[src/rtl/spmv_pkg.sv]
// Shared types and default widths for the sparse matrix-vector row accumulator.
package spmv_pkg;
    localparam int SPMV_DATA_W = 16;
    localparam int SPMV_ACC_W  = 40;
    localparam int SPMV_LEN_W  = 5;
    localparam int ROW_IDX_MAX = 31;

    typedef enum logic [1:0] {
        IDLE  = 2'd0,
        ACCUM = 2'd1,
        EMIT  = 2'd2
    } state_t;
endpackage

[src/rtl/spmv_mac.sv]
// Combinational signed multiply, sign-extend and add; zero latency, no flow control.
module spmv_mac #(
    parameter int DATA_W = 16,
    parameter int ACC_W  = 40
) (
    input  logic [DATA_W-1:0] mat_val,
    input  logic [DATA_W-1:0] vec_val,
    input  logic [ACC_W-1:0]  acc_in,
    output logic [ACC_W-1:0]  sum
);
    logic signed [2*DATA_W-1:0] prod;

    assign prod = $signed(mat_val) * $signed(vec_val);
    // Accumulator wraps modulo 2^ACC_W; no saturation.
    assign sum  = acc_in + {{(ACC_W-2*DATA_W){prod[2*DATA_W-1]}}, prod};
endmodule

[src/rtl/spmv_row_accumulator.sv]
// Per-row dot-product accumulator: result valid 1 cycle after the last element accept,
// holds res_valid/res_sum/res_row stable under res_ready backpressure and accepts nothing while emitting.
module spmv_row_accumulator
    import spmv_pkg::*;
#(
    parameter int DATA_W = SPMV_DATA_W,
    parameter int ACC_W  = SPMV_ACC_W,
    parameter int LEN_W  = SPMV_LEN_W
) (
    input  logic              clk,
    input  logic              reset_n,
    input  logic              len_valid,
    output logic              len_ready,
    input  logic [LEN_W-1:0]  row_len,
    input  logic              elem_valid,
    output logic              elem_ready,
    input  logic [DATA_W-1:0] mat_val,
    input  logic [DATA_W-1:0] vec_val,
    output logic              res_valid,
    input  logic              res_ready,
    output logic [ACC_W-1:0]  res_sum,
    output logic [LEN_W-1:0]  res_row,
    output logic              busy
);
    state_t             state;
    logic [ACC_W-1:0]   acc;
    logic [ACC_W-1:0]   mac_sum;
    logic [LEN_W-1:0]   remaining;
    logic [LEN_W-1:0]   row_idx;

    spmv_mac #(
        .DATA_W (DATA_W),
        .ACC_W  (ACC_W)
    ) u_mac (
        .mat_val (mat_val),
        .vec_val (vec_val),
        .acc_in  (acc),
        .sum     (mac_sum)
    );

    assign busy = (state != IDLE);

    always_ff @(posedge clk or negedge reset_n) begin
        if (!reset_n) begin
            state      <= IDLE;
            acc        <= '0;
            remaining  <= '0;
            row_idx    <= '0;
            res_valid  <= 1'b0;
            res_sum    <= '0;
            res_row    <= '0;
            len_ready  <= 1'b0;
            elem_ready <= 1'b0;
        end else begin
            case (state)
                IDLE: begin
                    len_ready  <= 1'b1;
                    elem_ready <= 1'b0;
                    if (len_valid && len_ready) begin
                        len_ready <= 1'b0;
                        if (row_len == '0) begin
                            // Empty rows still produce a zero result for the writer.
                            res_sum   <= '0;
                            res_row   <= row_idx;
                            res_valid <= 1'b1;
                            state     <= EMIT;
                        end else begin
                            remaining  <= row_len;
                            acc        <= '0;
                            elem_ready <= 1'b1;
                            state      <= ACCUM;
                        end
                    end
                end
                ACCUM: begin
                    if (elem_valid && elem_ready) begin
                        acc       <= mac_sum;
                        remaining <= remaining - LEN_W'(1);
                        if (remaining == LEN_W'(1)) begin
                            res_sum    <= mac_sum;
                            res_row    <= row_idx;
                            res_valid  <= 1'b1;
                            elem_ready <= 1'b0;
                            state      <= EMIT;
                        end
                    end
                end
                EMIT: begin
                    if (res_valid && res_ready) begin
                        res_valid <= 1'b0;
                        row_idx   <= (row_idx == LEN_W'(ROW_IDX_MAX)) ? '0 : row_idx + LEN_W'(1);
                        len_ready <= 1'b1;
                        state     <= IDLE;
                    end
                end
                default: begin
                    state      <= IDLE;
                    len_ready  <= 1'b0;
                    elem_ready <= 1'b0;
                    res_valid  <= 1'b0;
                end
            endcase
        end
    end
endmodule

[config.mk]
export PLATFORM = sky130hd
export DESIGN_NAME = spmv_row_accumulator
export DESIGN_NICKNAME = d
export VERILOG_FILES = /design/src/rtl/spmv_pkg.sv /design/src/rtl/spmv_mac.sv /design/src/rtl/spmv_row_accumulator.sv
export SDC_FILE = /design/constraint.sdc
export NUM_CORES = 1
export LEC_CHECK = 0
export CORE_UTILIZATION = 57
export DETAILED_ROUTE_END_ITERATION = 12
export GPL_ROUTABILITY_DRIVEN = 0
export GPL_TIMING_DRIVEN = 0
export HOLD_SLACK_MARGIN = 0.03
export PLACE_DENSITY = 0.78
export SETUP_SLACK_MARGIN = 0.02
export SLEW_MARGIN = 20
export SYNTH_ARGS = -nofsm -noshare
export SYNTH_HDL_FRONTEND = slang
export SYNTH_SLANG_ARGS = --single-unit
[constraint.sdc]
create_clock -name clk -period 2.9 [get_ports clk]
set_clock_uncertainty 0.2 [all_clocks]
set_input_delay 0.58 -clock clk [delete_from_list [all_inputs] [get_ports clk]]
set_output_delay 0.58 -clock clk [all_outputs]
set_load 0.01 [all_outputs]
# After elaboration in Yosys (flattened, before gate mapping)

Index checks and enable logic that the tools add are counted.

ROM bits: 0
Register bits: 100
RAM bits: 0
Memories: 0
Latch bits: 0
Word-level logic and storage cells: 78
Output and inout bits: 49

Eq/ne operators: 10
Shift operators: 0
Bitwise gates (word level): 2
Add/subtract/negate cells: 3
Muxes and demuxes: 39
Multiply operators: 1
Magnitude comparators: 0
Reduce and logical (&&, ||, !) cells: 14
Divide/modulo/power cells: 0

Operators with widths:

| kind                                                | count |
|---|---|
| two-way mux 40 bit                                  | 7 |
| case mux 40 bit (2 select lines)                    | 2 |
| adder 40 bit                                        | 1 |
| two-way mux 5 bit                                   | 8 |
| multiplier 16 x 16 -> 32 bit                        | 1 |
| case mux 5 bit (2 select lines)                     | 2 |
| inequality test 2 bit, second input constant        | 6 |
| two-way mux 1 bit                                   | 11 |
| two-way mux 2 bit                                   | 5 |
| AND reduction 5 bit                                 | 2 |
| case mux 1 bit (3 select lines)                     | 3 |
| AND reduction 4 bit                                 | 2 |
| case mux 2 bit (3 select lines)                     | 1 |
| adder 5 x 1 -> 5 bit, second input constant         | 1 |
| equality test 5 x 1 -> 1 bit, second input constant | 1 |
| equality test 5 bit, second input constant          | 1 |
| zero test 5 bit                                     | 1 |
| subtractor 5 x 1 -> 5 bit, second input constant    | 1 |
| AND reduction 2 bit                                 | 2 |
| nonzero test 2 bit                                  | 2 |
| logical AND 1 bit                                   | 3 |
| AND reduction 3 bit                                 | 1 |
| equality test 2 x 1 -> 1 bit, second input constant | 1 |
| equality test 2 bit, second input constant          | 1 |
| other kinds (2)                                     | 3 |

# Longest topological paths before layout

Depth after elaboration: 5
Depth in mapped cells: 33

# Modules after synthesis

Synthesis repeated with hierarchy kept, for this count alone.

Cells, all modules: 1667
Area total of the unflattened synthesis: 16006.6 sq um

By module, submodules not included:

| module               | sequential area each (sq um) | cells an instance | area an instance (sq um) | times used |
|---|---|---|---|---|
| spmv_mac             | 0.0                          | 1372              | 11961.5                  | 1 |
| spmv_row_accumulator | 2502.4                       | 295               | 4045.1                   | 1 |

# Worst setup path before layout

Ideal clock, no wire load.

Path kind: in2reg
Start: in vec_val[1]
End: reg res_sum[39]
Stages on the path: 31
Data arrival time: 8173 ps
Path buffers: 1
Required time: 2608 ps
Library setup time: 92 ps
Setup slack: -5565 ps
Cell sequence: clkbuf_1 > nand2_1 > fa_1 > fa_1 > fa_1 > inv_1 > fa_1 > fa_1 > inv_1 > fa_1 > inv_1 > ha_1 > a21oi_1 > o21bai_1 > a21o_1 > a221o_1 > or2_2 > a41oi_1 > o21ai_0 > a21oi_1 > xnor2_1 > ha_1 > a21oi_1 > nor2_1 > a211oi_1 > o31a_1 > a41oi_4 > a31oi_4 > o211a_4 > xnor3_1 > o31ai_2

Cells in the longest elaborated chain, start to end: 5

RTL lines:

| what                             | line                       | text |
|---|---|---|
| start, declared                  | spmv_row_accumulator.sv:18 | `input logic [DATA_W-1:0] vec_val,` |
| multiplier 16 x 16 -> 32 bit     | spmv_mac.sv:13             | `assign prod = $signed(mat_val) * $signed(vec_val);` |
| adder 40 bit                     | spmv_mac.sv:15             | `assign sum = acc_in + {{(ACC_W-2*DATA_W){prod[2*DATA_W-1]}}, prod};` |
| two-way mux 40 bit               | spmv_row_accumulator.sv:79 | `if (remaining == LEN_W'(1)) begin` |
| two-way mux 40 bit               | spmv_row_accumulator.sv:76 | `if (elem_valid && elem_ready) begin` |
| case mux 40 bit (2 select lines) | spmv_row_accumulator.sv:55 | `case (state)` |
| end signal, assigned             | spmv_row_accumulator.sv:80 | `res_sum <= mac_sum;` |
| end, declared                    | spmv_row_accumulator.sv:21 | `output logic [ACC_W-1:0] res_sum,` |

No other way between the ends. The select of a mux whose other input is x is not followed.
A chain may end at the register's enable or synchronous reset.

# Final worst setup path

Start: in mat_val[7]
End: reg res_sum[29]

Cells in the longest elaborated chain, start to end: 5

RTL lines:

| what                             | line                       | text |
|---|---|---|
| start, declared                  | spmv_row_accumulator.sv:17 | `input logic [DATA_W-1:0] mat_val,` |
| multiplier 16 x 16 -> 32 bit     | spmv_mac.sv:13             |  |
| adder 40 bit                     | spmv_mac.sv:15             |  |
| two-way mux 40 bit               | spmv_row_accumulator.sv:79 |  |
| two-way mux 40 bit               | spmv_row_accumulator.sv:76 |  |
| case mux 40 bit (2 select lines) | spmv_row_accumulator.sv:55 |  |

No other way between the ends. The select of a mux whose other input is x is not followed.

==> summary.txt <==
Run status
  – Status: finished, violations left
  – Failing checks: setup timing

Global routing
  – Largest net degree at the start of global routing: 53
  – Total global-route track usage: 0.331
  – Remaining global-route overflow: 0
  – Vias in the first global route: 14212
  – First-pass GRT wire length: 73500 um
  – Initial antenna violation count: 0

Worst setup path
  – Startpoint types: input pin
  – Critical-path top delay cell: fa_2
  – Worst reg2reg path depth: 12
  – CP Max Fanout: 5
  – CP endpoint kind: flop
  – Crit path DAT: 8350 ps
  – Critical Path RT: 2970 ps
  – Kind of critical path: input pin to flop
  – Most used cell, CP: buf_4
  – Largest stage delay, worst path: 600 ps

Place
  – Placed cells: 2193
  – DPL Wire Length: 33400 um
  – DP Area: 18000 um^2
  – Buffers added on ports: 90

Timing
  – Worst slew pin tran: 758 ps
  – Slew headroom: 0.494
  – Fin. max-slew vios: 0
  – Clock period minus worst slack: 8270 ps
  – Hold Violations, Final: 0
  – RSZ-0062 raised after global routing: yes
  – FMAX: 0.121 GHz
  – Setup_tns: -299470 ps
  – Final period utilization: 2.85
  – Final setup violating endpoints: 74
  – Setup WS post-layout: -5370 ps

Die
  – Die Y-Extent: 169 um
  – Die footprint: 28400 um^2
  – Placeable Area: 27100 um^2
  – Die width: 169 um
  – # rows: 60
  – Starting Density: 0.583
  – I/O Pins: 91

Finish
  – Nets: 2405
  – P&R area growth vs syn: 30.8%
  – FF/Latch Area: 2500 um^2
  – Ant diodes: 0
  – Share of cells above drive strength 1: 0.255
  – Number of fill cells in the layout: 1730
  – Multi-input gate area: 13400 um^2
  – Non-filler cells, final: 2350
  – Most common cell after layout, fill and taps aside: inv_1
  – Commonest cells after routing, fill and taps aside: inv_1 (275), fa_1 (240), nand2_1 (231)
  – Finished Cell Area: 20700 um^2
  – Finished Core Util: 0.763

Synthesis
  – Async S/R FF share, synth: 1.00
  – Xor-xnor portion of the synthesized cell area: 0.0380
  – Syn Nets: 2162
  – Post-Synth Adder-Cell Area: 0.434
  – Mapped Cells: 1730
  – Library cells used by synthesis: 69
  – Synthesized area: 15800 um^2
  – Synth top area share: 0.333
  – Largest cells by area after synthesis: fa_1 (33%), dfrtp_1 (16%), ha_1 (10%)
  – Yosys Warn Count: 0
  – Compound-gate portion of the synthesized area: 0.126
  – Post-Synth Simple-Gate Area: 0.152
  – Seq/Total Area, Yosys: 0.158
  – Ys flop type: dfrtp_1
  – Area leader, netlist: fa_1
  – Largest family of logic cells by synthesized area: adder cells
  – Number of synthesized flops with an enable pin: 0
  – Multiplexer share of the synthesized area: 0.00633
  – Synthesized area per cell: 9.14 um^2
  – #FFs+latches synth: 100

Clocking
  – CTS tree: built
  – Clock Sinks: 100
  – H-Tree Level Count: 3
  – Clock slew at reported path FFs: 80 ps
  – Root Driver: clkbuf_16
  – CTS Buffer Depth: 2
  – TritonCTS buffer count: 9
  – Clock Latency Late Sink: 360 ps

Detailed routing
  – 1st-iter DRT viols: 972
  – Total iterations of the first detailed-routing run: 5
  – Routed WL: 46300 um
  – Remaining DRCs: 0
  – Antenna Violating Nets Remaining: 0
  – Total vias in the final route: 13439
  – DR WL/cell: 19.7 um
  – Vias per Instance: 5.72

Min path
  – Hold path cells: 2
  – Worst hold path type: flop to flop

Flow run
  – Max-cap violation count: 0
[worst max-delay path: cells and delay by family]
kind	cells	cell delay (ps)
and+or+nand+nor	6	1060
adders and majority gates	8	3650
buffers and inverters	10	1100
xor gates and xnor gates	2	320
AOI/OAI and AO/OA	8	1610
[through the flow]
step / hold WS [ps] / setup slack [ps]
global placement: 263 / -6510
detailed placement: 270 / -6580
global route: 311 / -5590
finish: 288 / -5370
CTS: 294 / -5200
floorplan: 84.4 / -4960
[final timing paths]
kind                               endpoint        from  slack [ps]
worst max-delay path            res_sum[29]  mat_val[7]       -5370
worst min-delay path             res_sum[7]  res_sum[7]         290
worst max register to register  res_sum[29]     acc[15]        -530
worst min register to register   res_sum[7]  res_sum[7]         290
max in group asynchronous        res_sum[4]     reset_n        1360
min in group asynchronous       res_sum[22]     reset_n         540
[metal layers]
metal  vias to the layer above  global-route usage  routed length, um
met4                         0               0.152               2630
met1                      6654               0.424              17900
met5                         -                   0                  0
li1                       5960                   -                  -
met3                       195              0.0442               3130
met2                       630               0.560              22600
[sequential cells by signal (all words and copies together) (netlist names)]
name and flops:
acc 40, elem_ready 1, len_ready 1, remaining 5
res_row 5, res_sum 40, res_valid 1, row_idx 5
state 2
[repair_timing]
item / in CTS / in global routing
gates cloned: 2 / 0
pin swaps: 127 / 114
setup buffers: 97 / 46
setup endpoints to repair: 77 / 80
gates resized for setup: 359 / 111
hold endpoints to repair: 48 / 0
hold buffers: 1 / 0
[synth_stat cells (all sizes together) (2+ instances only)]
cell,instances
inv,302
fa,263
nand2,251
and2,128
ha,127
dfrtp,100
o21ai,87
a21oi,71
clkbuf,53
xnor2,49
nor2,46
a21o,29
o31ai,24
nor3,21
nand3,17
xor2,17
nand2b,13
o21bai,10
a22o,9
mux2,8
o21a,8
a31oi,7
o211ai,7
or3,7
a211oi,6
a31o,6
and3,6
buf,6
nor2b,5
o41ai,4
or2,4
a21boi,3
a41oi,3
nand4,3
o31a,3
a211o,2
a221oi,2
a311oi,2
and4,2
o211a,2
o221ai,2
[cells by family (layout without fill, tap and decap cells)]
group | count (synthesis) | after routing
AO/OA/AOI/OAI | 296 | 296
XOR/XNOR | 67 | 67
adder cells (fa/ha/maj) | 390 | 390
buffers and inverters | 361 | 609
flip-flops | 100 | 100
multiplexers | 9 | 9
AND/OR/NAND/NOR | 507 | 507
[cell type report]
class / instances / share of cell area
repair buffers: 232 / 0.104
clock buffers: 9 / 0.0109
multi-input cells: 1269 / 0.650
well taps: 372 / 0.0225
clock inverters: 7 / 0.00284
inverters: 302 / 0.0554
flip-flops and latches: 100 / 0.121
plain buffers: 59 / 0.0334
Power is not shown: default switching activity piles up to over one toggle a cycle in this logic, so the estimate is an artifact.
==> patch, RTL diff (same flow settings) <==
`SPMV_DATA_W`: 16 -> 12.
--- a/src/rtl/spmv_pkg.sv
+++ b/src/rtl/spmv_pkg.sv
@@ -1,6 +1,6 @@
 // Shared types and default widths for the sparse matrix-vector row accumulator.
 package spmv_pkg;
-    localparam int SPMV_DATA_W = 16;
+    localparam int SPMV_DATA_W = 12;
     localparam int SPMV_ACC_W  = 40;
     localparam int SPMV_LEN_W  = 5;
     localparam int ROW_IDX_MAX = 31;
Interface: changed (resized mat_val and vec_val); port bits go from 91 to 83. The function was not compared with the original's and may differ.
==> patch against the unedited design <==
  * The flow still finishes with violations (setup timing)
  * Design area shrank 23%
  * Worst setup slack improved by 0.36 ns
  * Register-to-register slack got worse by 0.05 ns
  * Area after synthesis fell by 28%
  * Via count down 22%
  * Routed wire length fell by 23%
  * Sequential cell count stayed put
Power is not shown: default switching activity piles up to over one toggle a cycle in this logic, so the estimate is an artifact.
==> patch: results (changes against the unedited design) <==
| Metric | Value |
|---|---|
| Status | `complete, but fails checks` |
| Failing checks | `setup timing` |
| Area post-placement | `13300 µm² (-26%)` |
| Drt first-iter violations | `839 (-14%)` |
| Final setup vio count | `76 (+2.7%)` |
| Main synth FF type | `dfrtp_1` |
| All-Layer GR Usage | `31.8% (-1.3 points)` |
| Startpoint of the worst hold path | `res_sum[4]` |
| Global-route wire length before repair | `50.9 mm (-31%)` |
| Synth area leaders | `fa_1 24%, dfrtp_1 22%, ha_1 10%` |
| Syn nets | `1554 (-28%)` |
| Yosys cell types | `78 (+13%)` |
| PnR worst setup slack | `-5.01 ns (+0.363 ns)` |
| Vias per cell | `5.89 (+3.0%)` |
| Critical R2R Launch | `acc[0]` |
| Input/output buffers | `82 (-8.9%)` |
| Crit-path slowest cell | `fa_1` |
| Hold EP | `res_sum[4]` |
| Arr. time, crit path | `7.98 ns (-0.37 ns)` |
| Vias in the first global route | `10300 (-28%)` |
| R2R cell count | `13 (+1)` |
| Layout cell share with drive strength beyond 1 | `31.6% (+6.1 points)` |
| Nets | `1782 (-26%)` |
| CP max stage delay | `0.65 ns (+0.05 ns)` |
| Detail Placement HPWL | `21.4 mm (-36%)` |
| Setup slack, reg-to-reg | `-0.58 ns (-0.05 ns)` |
| Placement Setup Slack | `-6.10 ns (+0.483 ns)` |
| CP Max Fanout | `4 (-1)` |
| Commonest cells in the netlist | `234 x nand2_1, 174 x inv_1, 139 x fa_1, 100 x dfrtp_1, 95 x ha_1` |
| Worst R2R End | `acc[22]` |
| Max-slew headroom | `44.9% (-4.6 points)` |
| N_diodes | `0 (unchanged)` |
| Register area share after synthesis | `21.9% (+6.1 points)` |
| CP startpoint | `vec_val[6]` |
| Largest net degree at the start of global routing | `81 (+53%)` |
| Avg WL per Cell | `20.1 µm (+2.0%)` |
## patch: worst max path at each step
stage	slack (ns)	endpoint
detailed placement	-6.10	acc[39]
global route	-5.26	res_sum[25]
finish	-5.01	acc[25]
CTS	-4.60	res_sum[38]
floorplan	-4.71	acc[39]
global placement	-5.99	acc[39]
## patch: what timing repair did
| item | 4_1_cts | 5_1_grt |
|---|---|---|
| pin swaps | 108 | 130 |
| gates cloned | 1 | 0 |
| setup buffers | 95 | 50 |
| setup endpoints to repair | 77 | 81 |
| hold buffers | 1 | 0 |
| hold endpoints to repair | 20 | 0 |
| gates resized for setup | 236 | 197 |
## patch: final cells by class
type                       count  area, µm²
inverter                     175        662
sequential                   100       2500
tap                          265        332
buffer                        55        538
multi-input combinational    953       9440
fill                        1119       3710
clock buffer                  11        243
timing repair buffer         220       2090
clock inverter                 5       75.1
## patch: cells by family after synthesis
kind of cell / count (synthesis) / share of synthesized area, %
compound gates: 248 / 14.3
simple gates: 402 / 15.7
buf+inv: 233 / 7.77
flops: 100 / 21.9
fa+ha+maj: 234 / 34.7
xor+xnor: 61 / 4.90
mux: 8 / 0.788
## patch: stage by stage
stage | setup TNS (ns) | hold WS (ns) | std cells
floorplan | -235.20 | 0.0844 | 1286
finish | -275.15 | 0.288 | 1784
CTS | -258.19 | 0.290 | 1743
global route | -289.77 | 0.309 | 1784
global placement | -599.60 | 0.266 | 1633
detailed placement | -329.30 | 0.248 | 1634
## patch: per-layer routing
layer,GRT usage (%),up-vias,share of wire (%)
met5,0,-,0
met4,13.9,0,5.3
met3,3.40,180,6.9
met2,54.6,581,50
met1,40.8,5151,38
li1,-,4600,-
